File: src/rtl/uart_tx_serializer_pkg.sv
// Shared definitions for the UART transmit path (and its receive-side twin).
// Contents:
//   state_t           - transmitter FSM state encoding
//   PARITY_*          - parity mode selectors for the PARITY parameter
//   DEFAULT_CLK_DIV   - bit period, in board-clock cycles, for the default link rate
//   parity_bit()      - parity of a data word for a given mode
package uart_tx_serializer_pkg;

  typedef enum logic [2:0] {
    ST_IDLE   = 3'd0,
    ST_START  = 3'd1,
    ST_DATA   = 3'd2,
    ST_PARITY = 3'd3,
    ST_STOP   = 3'd4
  } state_t;

  localparam int PARITY_NONE = 0;
  localparam int PARITY_EVEN = 1;
  localparam int PARITY_ODD  = 2;

  localparam int DEFAULT_CLK_DIV = 100;

  // Even parity is the XOR of all data bits; odd parity is its inverse.
  // Narrower words are zero-extended by the caller, which leaves the XOR unchanged.
  function automatic logic parity_bit(input logic [7:0] data, input int mode);
    logic p;
    p = ^data;
    if (mode == PARITY_ODD) begin
      return ~p;
    end else begin
      return p;
    end
  endfunction

endpackage

File: src/rtl/uart_tx_serializer_if.sv
// Byte-stream interface between the move encoder (master) and the UART
// transmitter (slave).
//   tx_data  - byte to send, valid with tx_valid
//   tx_valid - producer has a byte
//   tx_ready - transmitter can accept a byte
//   tx_done  - one-cycle pulse when a frame completes
//   tx       - serial line, idles high
interface uart_tx_serializer_if #(
  parameter int DATA_BITS = 8
);
  logic [DATA_BITS-1:0] tx_data;
  logic                 tx_valid;
  logic                 tx_ready;
  logic                 tx_done;
  logic                 tx;

  modport master (output tx_data, output tx_valid,
                  input  tx_ready, input tx_done, input tx);
  modport slave  (input  tx_data, input tx_valid,
                  output tx_ready, output tx_done, output tx);
endinterface

File: src/rtl/uart_tx_serializer_baud_gen.sv
// Bit-period counter shared by the UART transmit and receive paths.
// Ports:
//   pclk    - clock
//   rst     - synchronous reset, active-low
//   clear   - restart the period (start of a frame)
//   enable  - count while a frame is in progress
//   bit_end - one-cycle strobe in the last cycle of each bit period
module uart_baud_gen #(
  parameter int CLK_DIV = 100
) (
  input  logic pclk,
  input  logic rst,
  input  logic clear,
  input  logic enable,
  output logic bit_end
);

  localparam int CNT_W = $clog2(CLK_DIV);

  logic [CNT_W-1:0] cnt_r;
  logic             at_end_s;

  assign at_end_s = (cnt_r == CNT_W'(CLK_DIV - 1));
  assign bit_end  = enable && at_end_s;

  // Period counter; wraps at every bit boundary so timing never accumulates error.
  always_ff @(posedge pclk) begin
    if (!rst) begin
      cnt_r <= '0;
    end else if (clear) begin
      cnt_r <= '0;
    end else if (enable) begin
      cnt_r <= at_end_s ? '0 : cnt_r + CNT_W'(1);
    end else begin
      cnt_r <= '0;
    end
  end

endmodule

File: src/rtl/uart_tx_serializer.sv
// UART frame transmitter: accepts one word per valid/ready handshake and sends
// start bit, DATA_BITS data bits LSB first, optional parity, and STOP_BITS stop
// bits. All outputs come straight from flops.
// Ports:
//   pclk - clock
//   rst  - synchronous reset, active-low
//   bus  - slave side of uart_tx_serializer_if (tx_data/tx_valid/tx_ready/tx_done/tx)
module uart_tx_serializer
  import uart_tx_serializer_pkg::*;
#(
  parameter int CLK_DIV   = DEFAULT_CLK_DIV,
  parameter int DATA_BITS = 8,
  parameter int PARITY    = PARITY_NONE,
  parameter int STOP_BITS = 1
) (
  input  logic                 pclk,
  input  logic                 rst,
  uart_tx_serializer_if.slave  bus
);

  localparam int IDX_W = $clog2(DATA_BITS);

  state_t               state_r,    state_nxt;
  logic [DATA_BITS-1:0] shift_r,    shift_nxt;
  logic [IDX_W-1:0]     bit_idx_r,  bit_idx_nxt;
  logic                 stop_idx_r, stop_idx_nxt;
  logic                 parity_r,   parity_nxt;
  logic                 tx_r,       tx_nxt;
  logic                 ready_r,    ready_nxt;
  logic                 done_r,     done_nxt;
  logic                 handshake_s;
  logic                 bit_end_s;

  uart_baud_gen #(.CLK_DIV(CLK_DIV)) u_baud (
    .pclk    (pclk),
    .rst     (rst),
    .clear   (handshake_s),
    .enable  (state_r != ST_IDLE),
    .bit_end (bit_end_s)
  );

  assign bus.tx       = tx_r;
  assign bus.tx_ready = ready_r;
  assign bus.tx_done  = done_r;

  // Next-state logic; line value and flags are computed one cycle ahead so they leave on flops.
  always_comb begin
    state_nxt    = state_r;
    shift_nxt    = shift_r;
    bit_idx_nxt  = bit_idx_r;
    stop_idx_nxt = stop_idx_r;
    parity_nxt   = parity_r;
    tx_nxt       = tx_r;
    ready_nxt    = ready_r;
    done_nxt     = 1'b0;
    handshake_s  = 1'b0;
    case (state_r)
      ST_IDLE: begin
        if (bus.tx_valid && ready_r) begin
          handshake_s  = 1'b1;
          shift_nxt    = bus.tx_data;
          parity_nxt   = parity_bit(8'(bus.tx_data), PARITY);
          bit_idx_nxt  = '0;
          stop_idx_nxt = 1'b0;
          state_nxt    = ST_START;
          tx_nxt       = 1'b0;
          ready_nxt    = 1'b0;
        end else begin
          tx_nxt    = 1'b1;
          ready_nxt = 1'b1;
        end
      end
      ST_START: begin
        if (bit_end_s) begin
          state_nxt = ST_DATA;
          tx_nxt    = shift_r[0];
        end else begin
          tx_nxt = 1'b0;
        end
      end
      ST_DATA: begin
        if (bit_end_s) begin
          if (bit_idx_r == IDX_W'(DATA_BITS - 1)) begin
            if (PARITY != PARITY_NONE) begin
              state_nxt = ST_PARITY;
              tx_nxt    = parity_r;
            end else begin
              state_nxt = ST_STOP;
              tx_nxt    = 1'b1;
            end
          end else begin
            // Next bit is the one that moves into the LSB after the shift.
            shift_nxt   = shift_r >> 1;
            tx_nxt      = shift_r[1];
            bit_idx_nxt = bit_idx_r + IDX_W'(1);
          end
        end else begin
          tx_nxt = shift_r[0];
        end
      end
      ST_PARITY: begin
        if (bit_end_s) begin
          state_nxt = ST_STOP;
          tx_nxt    = 1'b1;
        end else begin
          tx_nxt = parity_r;
        end
      end
      ST_STOP: begin
        if (bit_end_s) begin
          if (stop_idx_r == 1'(STOP_BITS - 1)) begin
            // Frame complete: first IDLE cycle carries tx_done and tx_ready together.
            state_nxt = ST_IDLE;
            done_nxt  = 1'b1;
            ready_nxt = 1'b1;
          end else begin
            stop_idx_nxt = 1'b1;
          end
        end else begin
          stop_idx_nxt = stop_idx_r;
        end
        tx_nxt = 1'b1;
      end
      default: begin
        state_nxt = ST_IDLE;
        tx_nxt    = 1'b1;
        ready_nxt = 1'b1;
      end
    endcase
  end

  // State and output registers; reset abandons any frame in flight without tx_done.
  always_ff @(posedge pclk) begin
    if (!rst) begin
      state_r    <= ST_IDLE;
      shift_r    <= '0;
      bit_idx_r  <= '0;
      stop_idx_r <= 1'b0;
      parity_r   <= 1'b0;
      tx_r       <= 1'b1;
      ready_r    <= 1'b1;
      done_r     <= 1'b0;
    end else begin
      state_r    <= state_nxt;
      shift_r    <= shift_nxt;
      bit_idx_r  <= bit_idx_nxt;
      stop_idx_r <= stop_idx_nxt;
      parity_r   <= parity_nxt;
      tx_r       <= tx_nxt;
      ready_r    <= ready_nxt;
      done_r     <= done_nxt;
    end
  end

endmodule

File: src/flat_wrapper.sv
// flat-port wrapper written by rule: the top's interface ports become plain ports
module uart_tx_serializer_flat import uart_tx_serializer_pkg::*;
#(
  parameter int CLK_DIV   = DEFAULT_CLK_DIV,
  parameter int DATA_BITS = 8,
  parameter int PARITY    = PARITY_NONE,
  parameter int STOP_BITS = 1
)
  (pclk, rst, bus_tx_data, bus_tx_valid, bus_tx_ready, bus_tx_done, bus_tx);
  uart_tx_serializer_if #(.DATA_BITS(DATA_BITS)) bus_i ();
  input  logic pclk;
  input  logic rst;
  input wire logic [$bits(bus_i.tx_data)-1:0] bus_tx_data;
  input wire logic [$bits(bus_i.tx_valid)-1:0] bus_tx_valid;
  output wire logic [$bits(bus_i.tx_ready)-1:0] bus_tx_ready;
  output wire logic [$bits(bus_i.tx_done)-1:0] bus_tx_done;
  output wire logic [$bits(bus_i.tx)-1:0] bus_tx;
  assign bus_i.tx_data = bus_tx_data;
  assign bus_i.tx_valid = bus_tx_valid;
  assign bus_tx_ready = bus_i.tx_ready;
  assign bus_tx_done = bus_i.tx_done;
  assign bus_tx = bus_i.tx;
  uart_tx_serializer #(.CLK_DIV(CLK_DIV), .DATA_BITS(DATA_BITS), .PARITY(PARITY), .STOP_BITS(STOP_BITS)) u_core (.pclk(pclk), .rst(rst), .bus(bus_i));
endmodule
File: config.mk
export PLATFORM = sky130hd
export DESIGN_NAME = uart_tx_serializer_flat
export DESIGN_NICKNAME = d
export VERILOG_FILES = /design/src/rtl/uart_tx_serializer_pkg.sv /design/src/rtl/uart_tx_serializer_if.sv /design/src/rtl/uart_tx_serializer_baud_gen.sv /design/src/rtl/uart_tx_serializer.sv /design/src/flat_wrapper.sv
export SDC_FILE = /design/constraint.sdc
export NUM_CORES = 1
export LEC_CHECK = 0
export BUFFER_PORTS_ARGS = -buffer_cell sky130_fd_sc_hd__buf_2
export CORE_ASPECT_RATIO = 0.7
export CORE_MARGIN = 1.5
export CORE_UTILIZATION = 45
export CTS_BUF_LIST = sky130_fd_sc_hd__clkbuf_16
export DETAILED_ROUTE_END_ITERATION = 8
export GPL_ROUTABILITY_DRIVEN = 0
export PLACE_DENSITY = 0.7
export SLEW_MARGIN = 20
export SYNTH_ARGS = -nofsm -noshare
export SYNTH_HDL_FRONTEND = slang
export SYNTH_SLANG_ARGS = --single-unit
File: constraint.sdc
create_clock -name pclk -period 4.1 [get_ports pclk]
set_input_delay 0.41 -clock pclk [delete_from_list [all_inputs] [get_ports pclk]]
set_output_delay 0.41 -clock pclk [all_outputs]
set_load 0.05 [all_outputs]
==> results.cfg, run 1 <==
[setup_path]
timing.critical_path.cells = nor3b_2 -> mux2_2 -> nand2_1 -> mux2i_1
cp_max_fo = 13
cp.arrival_ps = 2050
timing.critical_path.buf_inv = 0
critPathKind = reg -> reg
endpoint_kind = register
data_required_time_of_the_worst_path_ps = 4210
crit_path_top_delay_cell = sky130_fd_sc_hd__nor3b_2
start_kind = register
critPathMaxStageDelay_ps = 690
timing.critical_path.max_delay_family = simple AND/OR/NAND/NOR gates

[synth]
synth.top_cells.by_area = sky130_fd_sc_hd__dfxtp_1 38%, sky130_fd_sc_hd__mux2i_1 8.4%, sky130_fd_sc_hd__xnor2_1 6.7%, sky130_fd_sc_hd__nand2_1 6.0%, sky130_fd_sc_hd__mux2_2 5.2%
ys.warnings.count = 0
synth-edff-count = 0
synth_fp_nets = 153
synth-seq-cells = 25
synth.most_common_cell = sky130_fd_sc_hd__dfxtp_1
synth_top_flop_cell = sky130_fd_sc_hd__dfxtp_1
synth_cell_types = 37
netlist_instances = 139
mappedNetlistArea_sq_um = 1300
async_reset_ff_share_pct = 0
synth_common_cells = 25 x sky130_fd_sc_hd__dfxtp_1, 21 x sky130_fd_sc_hd__nand2_1, 11 x sky130_fd_sc_hd__mux2i_1
synth.yosys.seq_area_share_pct = 38.4
netlist.area_leader.share_pct = 38.4
syn_avg_cell_area_sq_um = 9.38
synth.largest_area_cell = sky130_fd_sc_hd__dfxtp_1

[timing]
report.final.hold_viol_count = 0
timing_worst_slew_pin_value_ps = 950
timing.max_slew.rel_slack_pct = 35.7
post-route-min-period_ps = 1940
finalCritPeriodShare_pct = 47.2
timing.final.max_slew_violations = 0
timing.setup.tns_ps = 0
timing.fmax_ghz = 0.516
finalSetupViolations = 0
timing.clock.skew_ps = 7.93
hold_slack_ps = 443
grt_setup_unrepaired = false

[route]
initial_drc_count = 53
drc = 0
drt_first_pass_iters = 4
drt.antenna.violating_nets = 0
avgViaCountPerCell = 5.21
average_wire_per_standard_cell_microns = 12.1
routed_wl_microns = 2220
dr_total_vias = 958

[global_routing]
gr-total-overflow = 0
grt_pass1_vias = 806
grt_antenna_before_repair = 0
largest_net_degree_at_the_start_of_global_routing = 29
gr-usage-all-layers_pct = 15.6
grt_first_pass_wirelength_microns = 3710

[pwr]
p_comb_share_pct = 31.9
clock_power_share_pct = 25.4
power.share.sequential_pct = 42.7
power.switching_fraction_pct = 34.7
power.density_nw_per_um2 = 582
peakVddDrop_mv = 0.244
leakage_dissipation_uw = 0.000573
internal_power_uw = 551
power_switching_uw = 292

[clock_network]
clock_tree.root_cell = sky130_fd_sc_hd__clkbuf_16
cts_tree = done
cts_repair_resize_count = 0
clock_slew_at_reported_path_ffs_ps = 70
cts_sinks = 25
clock_latency_ps = 260
htree_levels = 1
post-cts-setup-buffers = 0
cts_max_path_buffers = 2
cts_buffers = 3
cts_hold_repair.buffers = 0

[layout]
post_route_cells_drive_above_1_share_pct = 21.6
synth_to_final_area_change_pct = 11.1
n_fill_cell = 255
antennaDiodeCount = 0
num-nets-final = 163

[floorplan]
floorplan.initialDensity_pct = 46.9
core_area_sq_um = 2780
fp-row-count = 16
die_y_microns = 48.0
top_level_ports = 14
fp.dieArea_sq_um = 3230
die-width_microns = 67.3

[placement]
io_buffer_count = 13
place.detailed.hpwl_microns = 1600

[status]
outcome = finished, final reports clean

[run]
max_cap_violations = 0

[min_path]
min-delay-path-class = reg -> reg
## per-stage QoR
stage / setup slack [ps] / instances / area [sq um] / total power, uW / util [%]
global route: 2000 / 184 / 1450 / 901 / 52.1
detailed placement: 2170 / 180 / 1370 / 633 / 49.2
floorplan: 2600 / 139 / 1300 / 595 / -
finish: 2160 / 184 / 1450 / 843 / 52.1
CTS: 2140 / 184 / 1450 / 853 / 52.1
global placement: 2220 / 180 / 1370 / 623 / 49.2
## worst register-to-register path, delay by kind of cell (launching register included)
family,cells,cell delay [ps]
flops,1,560
mux,2,480
simple gates,2,750
## kinds of logic after synthesis
| kind of cell | share of synthesized area, % |
|---|---|
| AOI/OAI and AO/OA | 12.0 |
| xor gates and xnor gates | 8.06 |
| and+or+nand+nor | 20.4 |
| DFF | 38.4 |
| muxes | 14.5 |
| adders and majority gates | 2.88 |
| buffers and inverters | 3.74 |
## cell type report
cell class / instances / area (sq um) / share of cell area [%]
inverters: 1 / 3.75 / 0.259
repair buffers: 13 / 65.1 / 4.49
multi-input cells: 105 / 754 / 52.1
clock buffers: 3 / 75.1 / 5.18
clock inverters: 1 / 5.00 / 0.345
flip-flops and latches: 25 / 500 / 34.5
well taps: 36 / 45.0 / 3.11
## routing by layer
metal | track usage [%] | share of wire [%] | vias to the layer above
li1 | - | - | 511
met1 | 21.7 | 51 | 434
met2 | 23.2 | 45 | 11
met3 | 5.65 | 3.6 | 2
met4 | 3.67 | 0.36 | 0
met5 | 0 | 0 | -
## placed cells by master, fill, tap and decap left out, types with 2 or more instances in the layout
master	instances
sky130_fd_sc_hd__o31ai_1	2
sky130_fd_sc_hd__o21ai_0	5
sky130_fd_sc_hd__buf_2	13
sky130_fd_sc_hd__xnor2_1	10
sky130_fd_sc_hd__nand3b_1	2
sky130_fd_sc_hd__mux2i_1	11
sky130_fd_sc_hd__and3_2	2
sky130_fd_sc_hd__nor3_1	2
sky130_fd_sc_hd__xor2_1	2
sky130_fd_sc_hd__mux2_2	6
sky130_fd_sc_hd__nand3_1	5
sky130_fd_sc_hd__a21oi_1	4
sky130_fd_sc_hd__ha_1	3
sky130_fd_sc_hd__nand2b_1	2
sky130_fd_sc_hd__o211ai_1	2
sky130_fd_sc_hd__clkbuf_16	3
sky130_fd_sc_hd__nand2_1	21
sky130_fd_sc_hd__dfxtp_1	25
sky130_fd_sc_hd__nor2_1	10
sky130_fd_sc_hd__or2_2	2
## path summary, 6_finish.rpt
check,startpoint,to,slack [ps],cells past startpoint
setup / recovery,u_core.state_r[1],u_core.shift_r[2],2160,4
hold / removal,u_core.u_baud.cnt_r[0],u_core.u_baud.cnt_r[0],440,1
setup reg to reg,u_core.state_r[1],u_core.shift_r[2],2160,4
hold reg to reg,u_core.u_baud.cnt_r[0],u_core.u_baud.cnt_r[0],440,1
## power groups by stage
stage | Clock, uW | Combinational (uW) | Sequential (uW)
finish | 214 | 269 | 360
global route | 231 | 300 | 370
CTS | 223 | 271 | 359
detailed placement | 0 | 268 | 365
global placement | 0 | 262 | 362
floorplan | 0 | 231 | 364
## flip-flops by register name (all words and copies together), names as in the netlist
| signal | cells |
|---|---|
| u_core.state_r | 3 |
| u_core.bus.tx_done | 1 |
| u_core.parity_r | 1 |
| u_core.bus.tx_ready | 1 |
| u_core.bit_idx_r | 3 |
| u_core.shift_r | 8 |
| u_core.bus.tx | 1 |
| u_core.u_baud.cnt_r | 7 |
Note: power is estimated with default switching activity, not from simulation.
==> run 2, diff against run 1 <==
- clock period: 4.1 -> 1.9 ns (I/O delays scaled with it)
==> results.cfg, run 2 (synthesized netlist as in run 1, its figures left out) <==
[timing]
finalSetupViolations = 0
finalCritPeriodShare_pct = 87.8
timing.final.max_slew_violations = 0
timing.max_slew.rel_slack_pct = 43.2
timing_worst_slew_pin_value_ps = 839
post-route-min-period_ps = 1670
timing.fmax_ghz = 0.599
timing.clock.skew_ps = 4.06
timing.setup.tns_ps = 0
report.final.hold_viol_count = 0
grt_setup_unrepaired = false

[clock_network]
cts_sinks = 25
cts_max_path_buffers = 2
htree_levels = 1
cts_hold_repair.buffers = 0
cts_repair_resize_count = 0
cts_tree = done
clock_latency_ps = 260
clock_tree.root_cell = sky130_fd_sc_hd__clkbuf_16
post-cts-setup-buffers = 0
cts_buffers = 3
clock_slew_at_reported_path_ffs_ps = 60

[global_routing]
largest_net_degree_at_the_start_of_global_routing = 23
gr-total-overflow = 0
grt_pass1_vias = 900
grt_first_pass_wirelength_microns = 3830
gr-usage-all-layers_pct = 15.9
grt_antenna_before_repair = 0

[setup_path]
cp_max_fo = 7
worst-r2r-cell-count = 5
endpoint_kind = register
critPathKind = reg -> reg
cp.arrival_ps = 1780
timing.critical_path.from = u_core.u_baud.cnt_r[0]
critPathMaxStageDelay_ps = 380
crit_path_top_delay_cell = sky130_fd_sc_hd__or2_2
rr_startpoint = u_core.u_baud.cnt_r[0]
timing.critical_path.cells = ha_1 -> nand4bb_4 -> or2_2 -> o311ai_1 -> nor2_1
critPathCapture = u_core.u_baud.cnt_r[2]
data_required_time_of_the_worst_path_ps = 2010
start_kind = register
timing.rr.end = u_core.u_baud.cnt_r[2]
reg2reg_slack_ps = 230

[route]
dr_total_vias = 1010
drc = 0
initial_drc_count = 92
drt.antenna.violating_nets = 0
avgViaCountPerCell = 5.34
routed_wl_microns = 2450
average_wire_per_standard_cell_microns = 13.0
drt_first_pass_iters = 4

[layout]
layout_commonest_cell = sky130_fd_sc_hd__dfxtp_1
post_route_cells_drive_above_1_share_pct = 24.2
largest-register = u_core.shift_r
layoutNonFillerInstCount = 189
post-route-util_pct = 53.4
mostFrequentLayoutCells = 25 x sky130_fd_sc_hd__dfxtp_1, 21 x sky130_fd_sc_hd__nand2_1, 13 x sky130_fd_sc_hd__buf_2, 11 x sky130_fd_sc_hd__mux2i_1
final_area_sq_um = 1490
antennaDiodeCount = 0
synth_to_final_area_change_pct = 14.0
largest_register_ff_count = 8
num-nets-final = 168
biggest_registers_after_layout = u_core.shift_r x8, u_core.u_baud.cnt_r x7

[pwr]
peakVddDrop_mv = 0.675
power.density_nw_per_um2 = 1250
leakage_dissipation_uw = 0.000599

[floorplan]
core_area_sq_um = 2780
floorplan.initialDensity_pct = 46.9
die_y_microns = 48.0
top_level_ports = 14
fp-row-count = 16
fp.dieArea_sq_um = 3230
die-width_microns = 67.3

[run]
max_cap_violations = 0

[placement]
place.detailed.hpwl_microns = 1850
io_buffer_count = 13
placement.cell_area_sq_um = 1410
place.detailed.instances = 185

[status]
outcome = finished, final reports clean

[min_path]
min-delay-path-class = in -> reg
## run 2: per-stage QoR
stage | total power, uW | hold slack [ps] | setup WS [ps]
2_1_floorplan | 1280 | 353 | 398
3_3_place_gp | 1380 | 424 | 346
3_5_place_dp | 1410 | 440 | 257
4_1_cts | 1880 | 184 | 224
5_1_grt | 1980 | 197 | 122
6_report | 1860 | 187 | 232
## run 2: metal layers
layer | vias up | part of all wire [%] | global-route usage [%]
met5 | - | 0 | 0
met2 | 20 | 47 | 26.1
met3 | 2 | 4.5 | 5.65
li1 | 518 | - | -
met4 | 0 | 0.37 | 4.08
met1 | 470 | 48 | 20.4
## run 2: how the worst min path moves through the flow
| stage | from | end | slack, ps | cells after the start |
|---|---|---|---|---|
| final | rst | u_core.bus.tx_ready | 190 | 2 |
| after CTS | rst | u_core.bus.tx_ready | 180 | 2 |
| after global routing | rst | u_core.bus.tx_ready | 200 | 2 |
| after detailed placement | u_core.u_baud.cnt_r[0] | u_core.u_baud.cnt_r[0] | 440 | 1 |
| after global placement | u_core.u_baud.cnt_r[0] | u_core.u_baud.cnt_r[0] | 420 | 1 |
| after floorplan | bus_tx_data[7] | u_core.shift_r[7] | 350 | 2 |
## run 2: critical path: cells and delay by family (launching register included)
kind	cells	cell delay, ps
fa+ha+maj	1	260
flops	1	350
simple gates	3	670
compound gates	1	240
## run 2: cell type report
| class | instances | area, sq um |
|---|---|---|
| clock inverters | 1 | 5.00 |
| flip-flops and latches | 25 | 500 |
| repair buffers | 18 | 103 |
| fillers | 256 | 1300 |
| clock buffers | 3 | 75.1 |
| inverters | 1 | 3.75 |
| multi-input cells | 105 | 754 |
| well taps | 36 | 45.0 |
## run 2: report_power, final
| group | internal (uW) | switching (uW) | leakage, uW |
|---|---|---|---|
| Sequential | 653 | 121 | 0.000204 |
| Combinational | 279 | 347 | 0.000354 |
| Clock | 283 | 177 | 0.0000409 |
| Total | 1220 | 645 | 0.000599 |
